==> src/rtl/layer_sequencer_if.sv <==
// Host/instruction-RAM/address-generator/MAC signal bundle for layer_sequencer.
// master = sequencer side, slave = surrounding datapath/host side.
interface layer_sequencer_if #(
  parameter int ADDR_W = 8,
  parameter int NK_W   = 8
);
  logic              start;
  logic [ADDR_W-1:0] num_layers;
  logic [ADDR_W-1:0] instr_addr;
  logic [NK_W-1:0]   instr_data;
  logic [NK_W-1:0]   nk;
  logic              ag_rst;
  logic              ag_read;
  logic              ag_finished;
  logic              neuron_finished;
  logic              ptr_load;
  logic              mac_rst;
  logic              mac_forget;
  logic              busy;
  logic              done;

  modport master (
    input  start, num_layers, instr_data, ag_finished, neuron_finished,
    output instr_addr, nk, ag_rst, ag_read, ptr_load, mac_rst, mac_forget, busy, done
  );

  modport slave (
    output start, num_layers, instr_data, ag_finished, neuron_finished,
    input  instr_addr, nk, ag_rst, ag_read, ptr_load, mac_rst, mac_forget, busy, done
  );
endinterface

==> src/rtl/layer_sequencer.sv <==
// Walks the layer list in instruction RAM, driving address generator and MAC core
// per layer, and reports busy/done to the host.
module layer_sequencer #(
  parameter int ADDR_W   = 8,
  parameter int NK_W     = 8,
  parameter int PIPE_LAT = 2
) (
  input logic              clk,
  input logic              reset,
  layer_sequencer_if.master bus
);

  typedef enum logic [2:0] {
    IDLE, FETCH, LOAD, RUN, DRAIN, NEXT, DONE
  } state_t;

  localparam int CW = $clog2(PIPE_LAT + 1);

  state_t            state, state_n;
  logic [ADDR_W-1:0] layer_idx;
  logic [ADDR_W-1:0] num_q;
  logic [NK_W-1:0]   nk_q;
  logic [CW-1:0]     drain_cnt;
  logic [PIPE_LAT-1:0] fsr, fsr_n;
  logic              last_layer;
  logic              drain_end;

  logic ag_rst_c, ag_read_c, ptr_load_c, mac_rst_c, done_c;

  // Extra bit so num_layers = 2^ADDR_W-1 terminates without wrapping.
  assign last_layer = ({1'b0, layer_idx} + (ADDR_W+1)'(1)) == {1'b0, num_q};
  assign drain_end  = drain_cnt == CW'(PIPE_LAT - 1);

  always_ff @(posedge clk) begin
    if (reset) state <= IDLE;
    else       state <= state_n;
  end

  always_comb begin
    state_n    = state;
    ag_rst_c   = 1'b0;
    ag_read_c  = 1'b0;
    ptr_load_c = 1'b0;
    mac_rst_c  = 1'b0;
    done_c     = 1'b0;
    case (state)
      IDLE:  if (bus.start) state_n = (bus.num_layers == '0) ? DONE : FETCH;
      FETCH: state_n = LOAD;
      LOAD: begin
        ag_rst_c  = 1'b1;
        mac_rst_c = 1'b1;
        state_n   = (nk_q == '0) ? NEXT : RUN;
      end
      RUN: begin
        ag_read_c = 1'b1;
        if (bus.ag_finished) begin
          ptr_load_c = 1'b1;
          state_n    = DRAIN;
        end
      end
      DRAIN: if (drain_end) state_n = NEXT;
      NEXT:  state_n = last_layer ? DONE : FETCH;
      DONE: begin
        done_c  = 1'b1;
        state_n = IDLE;
      end
      default: state_n = IDLE;
    endcase
  end

  // Forget pipe only accepts neuron_finished in RUN and keeps shifting through DRAIN.
  always_comb begin
    fsr_n = '0;
    if (state == RUN || state == DRAIN) begin
      fsr_n[0] = (state == RUN) && bus.neuron_finished;
      for (int unsigned i = 1; i < PIPE_LAT; i++) fsr_n[i] = fsr[i-1];
    end
  end

  always_ff @(posedge clk) begin
    if (reset) begin
      layer_idx <= '0;
      num_q     <= '0;
      nk_q      <= '0;
      drain_cnt <= '0;
      fsr       <= '0;
    end else begin
      case (state)
        IDLE:  if (bus.start) num_q <= bus.num_layers;
        FETCH: nk_q <= bus.instr_data;
        NEXT:  if (!last_layer) layer_idx <= layer_idx + ADDR_W'(1);
        DONE:  layer_idx <= '0;
        default: ;
      endcase
      drain_cnt <= (state == DRAIN) ? drain_cnt + CW'(1) : '0;
      fsr       <= fsr_n;
    end
  end

  assign bus.instr_addr = layer_idx;
  assign bus.nk         = nk_q;
  assign bus.ag_rst     = ag_rst_c;
  assign bus.ag_read    = ag_read_c;
  assign bus.ptr_load   = ptr_load_c;
  assign bus.mac_rst    = mac_rst_c;
  assign bus.mac_forget = fsr[PIPE_LAT-1];
  assign bus.busy       = state != IDLE;
  assign bus.done       = done_c;

endmodule

==> src/flat_wrapper.sv <==
// flat-port wrapper written by rule: the top's interface ports become plain ports
module layer_sequencer_flat 
#(
  parameter int ADDR_W   = 8,
  parameter int NK_W     = 8,
  parameter int PIPE_LAT = 2
)
  (clk, reset, bus_start, bus_num_layers, bus_instr_data, bus_ag_finished, bus_neuron_finished, bus_instr_addr, bus_nk, bus_ag_rst, bus_ag_read, bus_ptr_load, bus_mac_rst, bus_mac_forget, bus_busy, bus_done);
  layer_sequencer_if #(.ADDR_W(ADDR_W), .NK_W(NK_W)) bus_i ();
  input logic clk;
  input logic reset;
  input wire logic [$bits(bus_i.start)-1:0] bus_start;
  input wire logic [$bits(bus_i.num_layers)-1:0] bus_num_layers;
  input wire logic [$bits(bus_i.instr_data)-1:0] bus_instr_data;
  input wire logic [$bits(bus_i.ag_finished)-1:0] bus_ag_finished;
  input wire logic [$bits(bus_i.neuron_finished)-1:0] bus_neuron_finished;
  output wire logic [$bits(bus_i.instr_addr)-1:0] bus_instr_addr;
  output wire logic [$bits(bus_i.nk)-1:0] bus_nk;
  output wire logic [$bits(bus_i.ag_rst)-1:0] bus_ag_rst;
  output wire logic [$bits(bus_i.ag_read)-1:0] bus_ag_read;
  output wire logic [$bits(bus_i.ptr_load)-1:0] bus_ptr_load;
  output wire logic [$bits(bus_i.mac_rst)-1:0] bus_mac_rst;
  output wire logic [$bits(bus_i.mac_forget)-1:0] bus_mac_forget;
  output wire logic [$bits(bus_i.busy)-1:0] bus_busy;
  output wire logic [$bits(bus_i.done)-1:0] bus_done;
  assign bus_i.start = bus_start;
  assign bus_i.num_layers = bus_num_layers;
  assign bus_i.instr_data = bus_instr_data;
  assign bus_i.ag_finished = bus_ag_finished;
  assign bus_i.neuron_finished = bus_neuron_finished;
  assign bus_instr_addr = bus_i.instr_addr;
  assign bus_nk = bus_i.nk;
  assign bus_ag_rst = bus_i.ag_rst;
  assign bus_ag_read = bus_i.ag_read;
  assign bus_ptr_load = bus_i.ptr_load;
  assign bus_mac_rst = bus_i.mac_rst;
  assign bus_mac_forget = bus_i.mac_forget;
  assign bus_busy = bus_i.busy;
  assign bus_done = bus_i.done;
  layer_sequencer #(.ADDR_W(ADDR_W), .NK_W(NK_W), .PIPE_LAT(PIPE_LAT)) u_core (.clk(clk), .reset(reset), .bus(bus_i));
endmodule
==> config.mk <==
export PLATFORM = sky130hd
export DESIGN_NAME = layer_sequencer_flat
export DESIGN_NICKNAME = d
export VERILOG_FILES = /design/src/rtl/layer_sequencer_if.sv /design/src/rtl/layer_sequencer.sv /design/src/flat_wrapper.sv
export SDC_FILE = /design/constraint.sdc
export NUM_CORES = 1
export LEC_CHECK = 0
export ABC_AREA = 0
export CORE_MARGIN = 2
export CORE_UTILIZATION = 40
export CTS_CLUSTER_DIAMETER = 120
export DETAILED_ROUTE_END_ITERATION = 7
export PLACE_DENSITY = 0.8
export REMOVE_ABC_BUFFERS = 1
export SLEW_MARGIN = 30
export SYNTH_ARGS = -nofsm -noshare
export SYNTH_HDL_FRONTEND = slang
export SYNTH_SLANG_ARGS = --single-unit
==> constraint.sdc <==
create_clock -name clk -period 2.61 [get_ports clk]
set_input_delay 0.783 -clock clk [delete_from_list [all_inputs] [get_ports clk]]
set_output_delay 0.783 -clock clk [all_outputs]
set_load 0.03 [all_outputs]
; ---- Yosys cells after proc, flatten, opt, wreduce, memory -nomap -nowiden
; Cells that the tools add are included.
[op_classes]
addsub = 3
eq_ne = 12
mux = 14
bitwise_logic = 2
n_reduce_logical = 12
[op_table]
columns = operator, count
row1 = $mux 3, 6
row2 = $pmux 3 s6, 1
row3 = $logic_not 8->1, 2
row4 = $pmux 8 s2, 1
row5 = $add 8x1->9 const B, 1
row6 = $eq 3x3->1 const B, 3
row7 = $eq 9x8->1, 1
row8 = $add 8x1->8 const B, 1
row9 = $mux 8, 1
row10 = $eq 3x2->1 const B, 2
row11 = $ne 2x2->1 const B, 3
row12 = $mux 1, 5
row13 = $reduce_and 2->1, 2
row14 = $reduce_or 2->1, 2
row15 = $eq 3x1->1 const B, 1
row16 = $logic_not 3->1, 1
row17 = $reduce_and 3->1, 1
row18 = $reduce_bool 3->1, 1
row19 = $add 2x1->2 const B, 1
row20 = $eq 2x1->1 const B, 1
row21 = $ne 2x1->1 const B, 1
row22 = $not 1->1, 2
row23 = $reduce_bool 2->1, 1
row24 = $logic_and 1x1->1, 1
row25 = $logic_or 1x1->1, 1
[word_totals]
reg_bits = 31
word_cells = 49

; ---- Depth between registers and ports, before layout
; Gate-level depths: netlist of the first run.
[depth]
depth_word = 4
mapped_depth = 8

; ---- Least setup slack after synthesis of the first run
; Ideal clock, no wire load.
[synth_path]
path_type = register to output
start = register u_core.state[1]
end = output bus_mac_rst
arrival_ns = 1.718
required_ns = 1.827
setup_slack_ns = 0.109
stages_incl_launch_ff = 5
path_cell_list = dfxtp_1 > clkbuf_1 > inv_1 > nor3_1 > buf_4
[synth_between]
elab_chain_len = 2
[synth_lines]
columns = item, line
row1 = start: declaration, layer_sequencer.sv:19  ; state_t state, state_n;
row2 = start signal: assignment, layer_sequencer.sv:36  ; else state <= state_n;
row3 = $eq 3x2->1, --
row4 = $mux 1, --
row5 = end: declaration, flat_wrapper.sv:22  ; output wire logic [$bits(bus_i.mac_rst)-1:0] bus_mac_rst;
; Every way passes these cells.

; ---- Worst setup path after layout of the first run
[layout_path]
start = register u_core.state[1]
end = output bus_busy
[layout_between]
elab_chain_len = 1
[layout_lines]
columns = item, line
row1 = $reduce_bool 3->1, layer_sequencer.sv:107  ; assign bus.busy = state != IDLE;
row2 = end: declaration, flat_wrapper.sv:24  ; output wire logic [$bits(bus_i.busy)-1:0] bus_busy;
; Every way passes these cells.

==> results.md, run 1 <==
* Fraction of registers with async set/reset at 0
* Count leader, synth: dfxtp_1
* CTS tree: built
* Post-DR vias/cell at 5.35
* Synthesized area at 1700 um^2
* Clock latency on the worst-skew pair at 0.28 ns
* H-tree levels at 2
* Synthesized instance count at 205
* Cell leakage power at 0.000866 uW
* PD cells at 566 nW/um^2
* Drt initial violations at 63
* WP data arrival at 1.67 ns
* First-pass iteration count of the detailed router at 4
* Setup violators final at 0
* Max_cap viols at 0
* Critical Path Fanout Max at 10
* Synth warnings at 0
* Hold crit path type: reg -> reg
* Vias in the first global route at 1449
* Register Area at 622 um^2
* Synth Area in Adders at 0.0147
* Largest net degree at the start of global routing at 24
* Setup Buffers After CTS at 0
* Number of port buffers at 43
* Final ANT Viol Nets at 0
* Clk sink count at 31
* Vias at 1583
* Worst Hold End: u_core.drain_cnt[0]$_SDFF_PP0_
* Worst Hold Depth at 1
* Synth Area in Compound Gates at 0.192
* Num CTS Buffers at 5
* Main combinational cell family by area after synthesis: simple AND/OR/NAND/NOR gates
* Hold_buf cts at 0
* Number of cell rows at 23
* Xor/xnor share of the synthesized area at 0.0360
* Nets at 268
* Count of final hold-check violations at 0
* Max-slew violations at 0
* Crit path capture type: output pin
* GRT Overall Usage at 0.162
* Num ports at 44
* Kind of critical path: reg -> out
* Synth Area in Simple Gates at 0.268
* Multi-input logic area at 955 um^2
* Commonest cells post-synth: dfxtp_1, nand2_1, a21oi_1
* Reg2Reg Depth at 6
* Min-delay src: u_core.drain_cnt[0]$_SDFF_PP0_
* Ys flop type: dfxtp_1
* Clock Root Buffer: clkbuf_8
* Starting density of the core at 0.419
* Reg-to-Reg Start: u_core.bus.instr_addr[4]$_SDFFE_PP0P_
* Fin worst setup slack at 0.154 ns
* Clock slew at reported path FFs at 0.06 ns
* CTS Buffer Depth at 2
* # DRC at 0
* Avg Synthesized Cell Area at 8.30 um^2
* Syn-to-layout area delta at 32.7%
* Die ar. at 4790 um^2
* Gr ovfl total at 0
* Status: complete, no violations
* Unrepaired setup endpoints after global routing: no
* Period minus WS final at 2.46 ns
* N_diodes at 0
* EDFF count, synth at 0
* Reg-to-reg endpoint: u_core.bus.instr_addr[7]$_SDFFE_PP0P_
* Chip height at 69.2 um
* Hold WS at 0.441 ns
* Placer Congestion at 0.855
* Worst slack, placed at 0.223 ns
* Utilization after layout at 0.557
* Sequential share of the synthesized area at 0.365
* Placed wire-length estimate at 2.87 mm
* Maximum vdd drop at 0.000466 V
* Synth unique cells at 47
* Critical Path RT at 1.83 ns
* Leading area contributor after synthesis: dfxtp_1
* Tcrit/Tclk final at 0.941
* Max Freq at 407 MHz
* Core area at 4060 um^2
* DR WL/cell at 13.2 um
* Post-synthesis mux area share at 0.0471
* Share of cells above drive strength 1 at 0.110
* Tightest Pin Transition at 0.594 ns
* Chip width at 69.2 um
* FF+latch count, synth at 31
* Reg2Reg Setup Slack at 0.37 ns
* Slew HR at 0.604
* Startpoint Class: flip-flop
* Global-route wire length before repair at 6.38 mm
* Max Clock Skew at 0.00354 ns
* FILL cells at 345
* Top post-synthesis cells by area: dfxtp_1, a21oi_1, nand2_1
* Routed WL at 3.90 mm
* Antenna violations before repair at 0
* Area share of the largest cell type after synthesis at 0.365
## timing repair
item                       4_1_cts  5_1_grt
gates resized for setup          3        3
setup endpoints to repair        3        2
pin swaps                        0        0
## worst max-delay path: stages (launching register included)
cell and delay (ns):
dfxtp_1 0.50, nor3_2 0.10, inv_1 0.11, clkdlybuf4s50_1 0.69
## flip-flops by register name, summed over array words and instances (netlist names)
register,flops
u_core.bus.instr_addr,8
u_core.bus.nk,8
u_core.drain_cnt,2
u_core.fsr,2
u_core.num_q,8
u_core.state,3
## cell families (layout without fill, tap and decap cells)
kind of cell	count (synthesis)	count (layout)
multiplexers	8	8
AND/OR/NAND/NOR	86	86
adder cells (fa/ha/maj)	2	2
flip-flops	31	31
AO/OA/AOI/OAI	46	46
XOR/XNOR	7	7
buffers and inverters	25	66
## placed cells by master (no fill, tap or decap), types with 2 or more instances in the layout
master	instances
clkdlybuf4s50_1	38
dfxtp_1	30
nand2_1	27
a21oi_1	21
nor2_1	15
inv_1	10
mux2i_1	8
clkbuf_8	6
buf_4	6
nor3_1	5
nand3_1	5
xor2_1	5
nand2b_1	4
nor3b_1	4
or4_1	4
nor4_1	4
a31oi_1	3
o21ai_0	3
o211ai_1	3
o21ai_1	3
or3_1	3
dlygate4sd2_1	3
nor3_2	2
nand3_2	2
and3_1	2
xnor2_1	2
or2_2	2
o31ai_1	2
ha_1	2
## cell type report
type	instances	area share
well taps	50	0.0277
repair buffers	48	0.206
clock buffers	6	0.0366
multi-input cells	149	0.423
flip-flops and latches	31	0.275
inverters	10	0.0166
clock inverters	2	0.0155
## metrics by stage
step / power (uW) / instance area, um^2 / setup TNS [ns] / instances
2_1_floorplan: 696 / 1610 / -0.0321 / 190
3_3_place_gp: 800 / 2140 / 0 / 288
3_5_place_dp: 805 / 2140 / 0 / 288
4_1_cts: 1290 / 2250 / 0 / 296
5_1_grt: 1330 / 2260 / 0 / 296
6_report: 1280 / 2260 / 0 / 296
## where the power goes
group          internal, uW  switching (uW)
clock network           308             172
logic                   125             137
registers               502            32.4
total                   935             342
## layer usage
metal | track usage | wire (um) | up-vias
li1 | - | - | 805
met1 | 0.199 | 1710 | 722
met2 | 0.275 | 1900 | 50
met3 | 0.0291 | 230 | 6
met4 | 0.0719 | 63 | 0
met5 | 0 | 0 | -
## worst max-delay path by stage
stage / from / to / slack [ns]
4_1_cts: u_core.state[1]$_SDFFE_PP0P_ / bus_done / 0.007
5_1_grt: u_core.state[1]$_SDFFE_PP0P_ / bus_ag_read / 0.06
6_report: u_core.state[1]$_SDFFE_PP0P_ / bus_busy / 0.15
3_3_place_gp: bus_ag_finished / bus_ptr_load / 0.23
3_5_place_dp: bus_ag_finished / bus_ptr_load / 0.22
2_1_floorplan: u_core.state[1]$_SDFFE_PP0P_ / bus_ag_rst / -0.02
No activity file was read; power rests on OpenSTA's default activity.
==> run 2: changes to the inputs <==
--- a/config.mk
+++ b/config.mk
@@ -8,7 +8,6 @@
 export ABC_AREA = 0
 export CORE_MARGIN = 2
 export CORE_UTILIZATION = 40
-export CTS_CLUSTER_DIAMETER = 120
 export DETAILED_ROUTE_END_ITERATION = 7
 export PLACE_DENSITY = 0.8
 export REMOVE_ABC_BUFFERS = 1
==> results of run 2 <==
The final DEF is identical to that of run 1; final timing and power are the same.
